`src/rtl/pc_sequencer.sv`:
```
// pc_sequencer: phased program-counter sequencer with jump, call/return stack and halt
// ports: clk, rst (async, active high); run_en, stall, jflag, jdest, call, ret, halt_req in;
//        pc, phase, halted, ras_overflow, ras_underflow out (all registered)
module pc_sequencer #(
   parameter int              PC_W      = 12,
   parameter int              NPHASE    = 5,
   parameter int              UPD_PHASE = 2,
   parameter int              RAS_DEPTH = 4,
   parameter logic [PC_W-1:0] RESET_PC  = '0
) (
   input  logic            clk,
   input  logic            rst,
   input  logic            run_en,
   input  logic            stall,
   input  logic            jflag,
   input  logic [PC_W-1:0] jdest,
   input  logic            call,
   input  logic            ret,
   input  logic            halt_req,
   output logic [PC_W-1:0] pc,
   output logic [2:0]      phase,
   output logic            halted,
   output logic            ras_overflow,
   output logic            ras_underflow
);
   localparam int SP_W = $clog2(RAS_DEPTH) + 1;
   logic [PC_W-1:0] ras [RAS_DEPTH];
   logic [SP_W-1:0] sp;
   logic [SP_W-2:0] top;
   logic [PC_W-1:0] pc_inc, pc_nxt;
   logic            adv, upd, empty, full, do_push, do_pop, wrap;
   always_comb begin
      adv     = run_en & ~stall & ~halted;
      upd     = adv & (phase == 3'(UPD_PHASE));
      wrap    = phase == 3'(NPHASE - 1);
      pc_inc  = pc + 1'b1;
      empty   = sp == '0;
      full    = sp == SP_W'(RAS_DEPTH);
      top     = sp[SP_W-2:0] - 1'b1;
      do_pop  = upd & ret & ~empty;
      do_push = upd & ~ret & jflag & call & ~full;
      pc_nxt  = ret ? (empty ? pc_inc : ras[top]) : jflag ? jdest : pc_inc;
   end
   always_ff @(posedge clk or posedge rst)
      if (rst) begin
         pc            <= RESET_PC;
         phase         <= '0;
         halted        <= 1'b0;
         ras_overflow  <= 1'b0;
         ras_underflow <= 1'b0;
         sp            <= '0;
      end else if (adv) begin
         // a halt forces the phase back to 0 on the same edge as the final update
         phase <= ((upd & halt_req) | wrap) ? 3'd0 : phase + 3'd1;
         if (upd) begin
            pc <= pc_nxt;
            if (halt_req) halted <= 1'b1;
            if (ret & empty) ras_underflow <= 1'b1;
            if (~ret & jflag & call & full) ras_overflow <= 1'b1;
            if (do_pop) sp <= sp - 1'b1;
            if (do_push) sp <= sp + 1'b1;
         end
      end
   // stack storage needs no reset: an empty pointer makes every entry dead
   always_ff @(posedge clk)
      if (do_push) ras[sp[SP_W-2:0]] <= pc_inc;
endmodule

```
`config.mk`:
```
export PLATFORM = sky130hd
export DESIGN_NAME = pc_sequencer
export DESIGN_NICKNAME = d
export VERILOG_FILES = /design/src/rtl/pc_sequencer.sv
export SDC_FILE = /design/constraint.sdc
export NUM_CORES = 1
export LEC_CHECK = 0
export ABC_CLOCK_PERIOD_IN_PS = 4360
export CAP_MARGIN = 15
export CORE_MARGIN = 1
export CORE_UTILIZATION = 40
export CTS_CLUSTER_DIAMETER = 100
export CTS_CLUSTER_SIZE = 8
export DETAILED_ROUTE_END_ITERATION = 6
export SETUP_SLACK_MARGIN = 0.2
export SKIP_CTS_REPAIR_TIMING = 1
export SLEW_MARGIN = 20
export SYNTH_ARGS = -nofsm -noshare
export SYNTH_HDL_FRONTEND = slang
export SYNTH_SLANG_ARGS = --single-unit
```
`constraint.sdc`:
```
create_clock -name clk -period 4.36 [get_ports clk]
set_input_delay 0.872 -clock clk [delete_from_list [all_inputs] [get_ports clk]]
set_output_delay 0.872 -clock clk [all_outputs]
set_load 0.05 [all_outputs]
```
==> results of run 1 <==
[synthesized netlist by cell type, drive strengths merged]
cell	instances
nor2b	1
xor2	4
and4	2
o31ai	1
o211ai	1
a221o	1
nor2	9
o21bai	1
o21ai	14
ha	9
nor4b	1
nand4	2
clkbuf	5
a21o	1
or2	1
nand2b	4
buf	4
or3b	1
a32oi	1
mux4	12
mux2	2
nor3b	5
o22ai	2
and2b	1
nand3b	1
nor3	5
and2	3
inv	9
mux2i	11
o221ai	3
or2b	1
a31oi	2
edfxtp	48
nand3	7
xnor2	8
a21oi	8
nand2	15
nor4	2
dfrtp	21
a22oi	3
a221oi	4
[sequential cells by signal (all words and copies together) (netlist names)]
| register | flops |
|---|---|
| ras | 48 |
| ras_underflow | 1 |
| phase | 3 |
| pc | 12 |
| ras_overflow | 1 |
| halted | 1 |
| sp | 3 |
[routing by layer]
metal / wire, µm / part of all wire [%]
met4: 80 / 1.1
met3: 378 / 5.3
met2: 3430 / 48
met1: 3190 / 45
met5: 0 / 0
[per-stage QoR]
step                total power [µW]  cell area [µm²]  util [%]  worst slack [ns]  instances
floorplan                       1780             3320         -              1.53        236
global placement                2100             3790      48.0              1.25        369
detailed placement              2100             3790      48.0              1.15        369
CTS                             2670             4000      50.7              1.51        385
global route                    2790             4000      50.7              1.33        385
finish                          2640             4000      50.7              1.48        385
[critical path, stage by stage]
cell and delay [ns]:
clkdlybuf4s50_1 0.59, nand3b_1 0.35, nor4b_4 0.43, xnor2_1 0.19
ha_1 0.23, mux2_2 0.35, a21oi_1 0.14
[cells by family after synthesis]
family	count (synthesis)	synth area share, %
compound gates	42	8.41
xor+xnor	12	3.17
fa+ha+maj	9	3.40
buf+inv	18	2.64
flops	69	59.3
mux	25	12.1
simple gates	61	10.9
[power by group]
group | internal [µW] | switching, µW | total, µW | leakage, µW
sequential | 862 | 129 | 991 | 0.000696
clock | 319 | 237 | 555 | 0.000105
combinational | 440 | 654 | 1090 | 0.000669
[cells in the final DEF, fill, tap and decap left out, types with 2 or more instances in the layout]
cell type,netlist,routed
a21oi_1,8,8
a221oi_1,4,4
a22oi_1,3,3
a31oi_1,2,2
and2_2,3,3
and4_1,2,2
buf_4,1,3
bufinv_16,0,2
clkbuf_8,0,9
clkdlybuf4s50_1,0,37
clkinv_2,0,3
clkinvlp_4,0,2
dfrtp_1,21,21
edfxtp_1,48,48
ha_1,9,9
inv_1,9,9
mux2_2,2,2
mux2i_1,11,11
mux4_2,12,12
nand2_1,14,14
nand2b_1,4,4
nand3_1,7,7
nand4_1,2,2
nor2_1,9,9
nor3_1,5,4
nor3b_1,4,4
nor4_1,2,2
o21ai_0,12,12
o21ai_1,2,2
o221ai_1,3,3
o22ai_1,2,2
xnor2_1,8,8
xor2_1,4,4
[final timing paths]
kind / slack (ns) / end / cells past startpoint / startpoint
min in group asynchronous: 1.02 / pc[8] / 2 / rst
worst min-delay path: 0.47 / ras_underflow / 1 / ras_underflow
max in group asynchronous: 2.79 / pc[4] / 2 / rst
worst max-delay path: 1.48 / sp[2] / 7 / ret
worst min register to register: 0.47 / ras_underflow / 1 / ras_underflow
worst max register to register: 1.83 / pc[9] / 7 / sp[0]
[cell type report]
cell class                      instances  area, µm²
Tap cell                              102        128
Clock inverter                          7       90.1
Sequential cell                        69       1970
Multi-Input combinational cell        149       1270
Fill cell                             675       3880
Clock buffer                            9        124
Timing Repair Buffer                   40        393
Inverter                                9       33.8
==> run summary, run 1 <==
The tools report the CTS buffer count as 9. The CTS sink count was 69. The floorplan has 32 rows. The kind of capture point of the worst setup path was a flip-flop.

Sorting the synthesized cells by area gives the leading types as edfxtp_1, dfrtp_1, mux4_2, ha_1, mux2i_1. Synthesis produced a netlist whose cell count is 236. The root buffer cell chosen for the clock tree is clkbuf_8.

For met3 alone, demand over resource in global routing was 5.20%. After synthesis, the netlist uses 46 different library cells. Pin count of the biggest net entering global routing: 26. The chip width is 93.1 µm. After global routing the overflow that remains totals 0. The min-delay analysis places its worst path in the category flip-flop to flip-flop. The synthesized netlist occupies a cell area of 0.00332 mm². The first global-routing pass estimated 11.4 mm of wire. Counting along the longest clock path gives a buffer depth of 2. The initial antenna violation count is 0. The run gives 3 as the H-tree depth reported by CTS. In this run the tightest slew margin relative to its limit is 40.3%. In the global route stage, overall resource usage came out at 18.2%. The half-perimeter wire length after placement came out at 4.82 mm. Derived from the worst setup path, the maximum achievable clock frequency is 347 MHz. Summed over all instances, the cell type with the most area after synthesis is edfxtp_1. The critical path class is input pin to flip-flop.

The worst clock skew is 0.00893 ns, and the fraction of synthesized cell area taken by the top area cell type is 43.5%. The routability congestion estimate is 0.744, and the number of diodes is 0. Met2 routing resource usage after global routing: 28.7%. In the routed layout, each cell is associated on average with a via count of 5.39. The number of pins exceeding their max-slew limit in the final report was 0. The setup TNS is 0 ns. Pin placement for this block handled 38 I/O pins.

Data on the critical path is required at its endpoint by 4.63 ns. The routed layout has 2076 vias. Data arrival time of the critical path: 3.15 ns.

TritonCTS built the clock tree. The final layout contains routed wiring with a total length of 7.08 mm. The largest fanout on the critical path was 10. Setup repair after global routing left no endpoint under its margin. The chip height is 93.1 µm, and the starting density of the core is 42.1%. The number of nets in the finished design was 307; the max-capacitance violation count was 0.

VDD sags by at most 0.401 mV. The count of buffers added on input and output ports is 37. The area added between synthesis and finish is 20.7%, and the net count after synthesis is 265. The worst setup path is launched from an input pin. The tools report the number of warnings reported in the yosys synthesis log as 0.

The flow ran to the end, and the final reports show no timing, DRC or antenna violations. Number of flip-flops and latches in the synthesized netlist: 69. In this run the remaining antenna-violating nets after routing total 0. Leakage power of the design: 0.00147 µW.

The met1 layer usage reported by global route came out at 24.5%. The tools report the minimum hold slack as 0.468 ns. The first detailed-routing pass ran for 4 iterations. The post-synthesis sequential area ratio was 59.3%; the worst-margin pin slew was 0.895 ns. The routed design could run at a clock period as short as 2.88 ns. The mean cell area of the mapped netlist was 14.1 µm².

The floorplan step defined a core boundary enclosing 0.00789 mm². In the final layout, the share of cells above drive strength 1 is 15.5%. After clock tree synthesis, the clock-pin slew on the worst setup and hold paths is 0.08 ns. Setup violations remaining at the end of the flow were counted as 0.

For this design the ratio of total power to cell area is 660 mW/mm². In the final routed layout, each cell accounts on average for 18.4 µm. Of the available clock period, the critical path in the final layout requires 66.1%.

In this run the most used layer during global routing was met2. The number of global-route vias before repair came out at 2096. For the final routed DRC violation total, the log shows 0.

The tools report the final number of hold-violating endpoints as 0. The die covers 0.00866 mm². At the later pin of the worst-skew pair, clock insertion delay measures 0.34 ns. The detailed router finished its first iteration with 114 violations.
Power figures use the tool's default switching activity.
==> run 2, diff against run 1 <==
ABC_CLOCK_PERIOD_IN_PS = 2760   (was 4360)
clock period = 2.76 ns   (was 4.36 ns; I/O delays follow)
==> run summary, run 2 (same netlist as run 1, synthesis figures left out) <==
The path type of the worst min-delay path is flip-flop to flip-flop. The tools report the floorplan core area as 0.00789 mm². The overall fraction of global-route tracks in use was 20.3%. The number of cells on the worst reg-to-reg path is 8. The slowest cell on the critical path was clkdlybuf4s50_1. The first routing iteration left 106 violations. The tool flagged a number of max-cap violations equal to 0. STA classifies the critical path startpoint as an input pin. The chip width is 93.1 µm, and the half-perimeter wire length after placement is 5.53 mm.

The worst-margin pin slew came out at 0.570 ns. Fill cells in the final layout number 683. The end of the worst register-to-register path was sp[2]. The logs give 3.01 ns for the required time at the endpoint of the critical path and 0.476 ns for the minimum hold slack. The worst-case setup margin in the final layout is 0.322 ns.

Counting every sink on the clock net gives 69. The flip-flop count of the largest register after layout was 48. The full die area is 0.00866 mm². Launching element of the worst setup path: run_en. The number of vias in the routed layout is 2176, and the number of pins exceeding their max-slew limit in the final report is 0. CTS built an H-tree with a depth of 3.

Dividing the detail-routed via count by the number of cells gives 5.51. The most critical setup path has its endpoint at sp[2]. The final number of hold-violating endpoints was 0; the worst slack after detailed placement was 0.00949 ns.

The run gives 2440 µW as the cell-internal power. The top cell types in the final layout, fill and taps aside, are edfxtp_1, clkdlybuf4s50_1, dfrtp_1. The largest buffer count on any clock path is 2.

The number of diodes came out at 0. Number of nets in the finished design: 317. The switching share of total power works out to 40.0%. At the end of routability-driven placement, the weighted congestion stood at 0.735. The die is 93.1 µm tall.

Count of buffers from port buffering: 37. The worst register-to-register path begins at phase[0]. The fraction of final layout cells sized beyond drive strength 1 works out to 16.7%. The global routing met3 resource utilization was 3.17%; the final critical path time including I/O delays and setup was 2.44 ns.

For the number of global-route vias before repair, the log shows 2308. Clock tree synthesis selected as its root buffer the cell clkbuf_8. STA classifies the critical path endpoint as a flip-flop.

The logs give 7.87 mm for the final wirelength and 0 for the initial antenna violation count. The count of nets left with antenna violations once routing finished came out at 0. The met1 layer usage reported by global route was 28.4%; the wire length per cell was 19.9 µm.

The run gives 32 as the number of placement rows. The logs give 0 for the count of final setup violators and 0.00564 ns for the worst clock skew. The first global-routing pass estimated 12.7 mm of wire. The run gives 0.00149 µW as the leakage power of the design. In this run the power density over the cells is 1010 mW/mm². Entering global routing, the biggest net connects 22 pins. The run gives 17.3% as the clock power share. Sequential cells account for 38.7% of the total power. TritonCTS built the clock tree.

Area added between synthesis and finish: 21.8%. After layout, the worst path uses 88.3% of the clock period. Derived from the worst setup path, the maximum achievable clock frequency is 410 MHz. The analysis attributes to net switching a power of 1620 µW. Internal reg-to-reg setup slack: 0.44 ns. Data on the critical path arrives at its endpoint at 2.69 ns. Global routing consumed, on the met2 layer, 30.8% of the routing resources. Clock-pin slew was measured on the worst setup and hold paths at 0.07 ns. For this run, the share of the core covered by cells in the final layout is 51.2%. Headroom to the max-slew limit came out at 61.8%. The number of placed instances with taps included was 379. After the flow finishes, the layout carries non-filler instances totaling 395. Traced cell by cell, the critical path runs through clkdlybuf4s50_1 -> or3b_4 -> nor4b_4 -> xnor2_1 -> ha_1 -> mux2_2 -> a21oi_1. The busiest layer in global routing was met2.

For this run, the detailed router's first-pass iteration total came to 4. The library cell used most frequently in the layout, excluding fill and tap cells, is edfxtp_1. In the final timing run, aggregate negative setup slack is 0 ns. The residual overflow from global routing is 0, and the logic gate share of total power is 43.9%.

At the later pin of the worst-skew pair, clock insertion delay measures 0.33 ns. The CTS buffer count is 9, and the final routed DRC violation total is 0. The starting density of the core is 42.1%. The run finished with clean final reports. Setup repair after global routing left no endpoint under its margin. The biggest cell delay along the critical path was 0.47 ns. The tools report the top-level port count as 38.

The critical path class is input pin to flip-flop. In this run the worst path has a maximum fanout of 4. VDD sags by at most 0.423 mV.
==> run 2: how the worst min path moves through the flow <==
stage                       start            end  slack [ns]  depth (start not counted)
CTS                  ras_overflow   ras_overflow        0.49                          2
detailed placement   ras_overflow   ras_overflow        0.47                          2
global route        ras_underflow  ras_underflow        0.50                          1
finish              ras_underflow  ras_underflow        0.48                          1
global placement    ras_underflow  ras_underflow        0.45                          1
floorplan                   sp[2]          sp[2]        0.45                          1
==> run 2: power by group through the flow <==
stage	combinational, µW	sequential [µW]	clock [µW]
6_report	1790	1570	704
5_1_grt	1910	1600	774
4_1_cts	1790	1570	723
3_5_place_dp	1780	1600	0
3_3_place_gp	1760	1580	0
2_1_floorplan	867	1940	0
==> run 2: layout make-up <==
class | instances | area [µm²] | area share, %
inverters | 9 | 33.8 | 0.836
clock inverters | 1 | 7.51 | 0.186
multi-input cells | 149 | 1270 | 31.4
repair buffers | 50 | 480 | 11.9
well taps | 102 | 128 | 3.16
flip-flops and latches | 69 | 1970 | 48.7
clock buffers | 15 | 156 | 3.87
==> run 2: per-layer routing <==
layer	wire [µm]	share of wire [%]
met1	3630	46
met3	276	3.5
met2	3830	49
met5	0	0
met4	136	1.7
==> run 2: per-stage QoR <==
stage / total power [µW] / instance area [µm²]
finish: 4060 / 4040
detailed placement: 3380 / 3880
global placement: 3350 / 3880
CTS: 4090 / 4040
global route: 4280 / 4040
floorplan: 2810 / 3320
==> run 2: critical path, delay by kind of cell <==
family	cells	cell delay [ns]
buffers and inverters	1	0.47
multiplexers	1	0.35
AO/OA/AOI/OAI	1	0.14
AND/OR/NAND/NOR	2	0.77
XOR/XNOR	1	0.17
adder cells (fa/ha/maj)	1	0.23
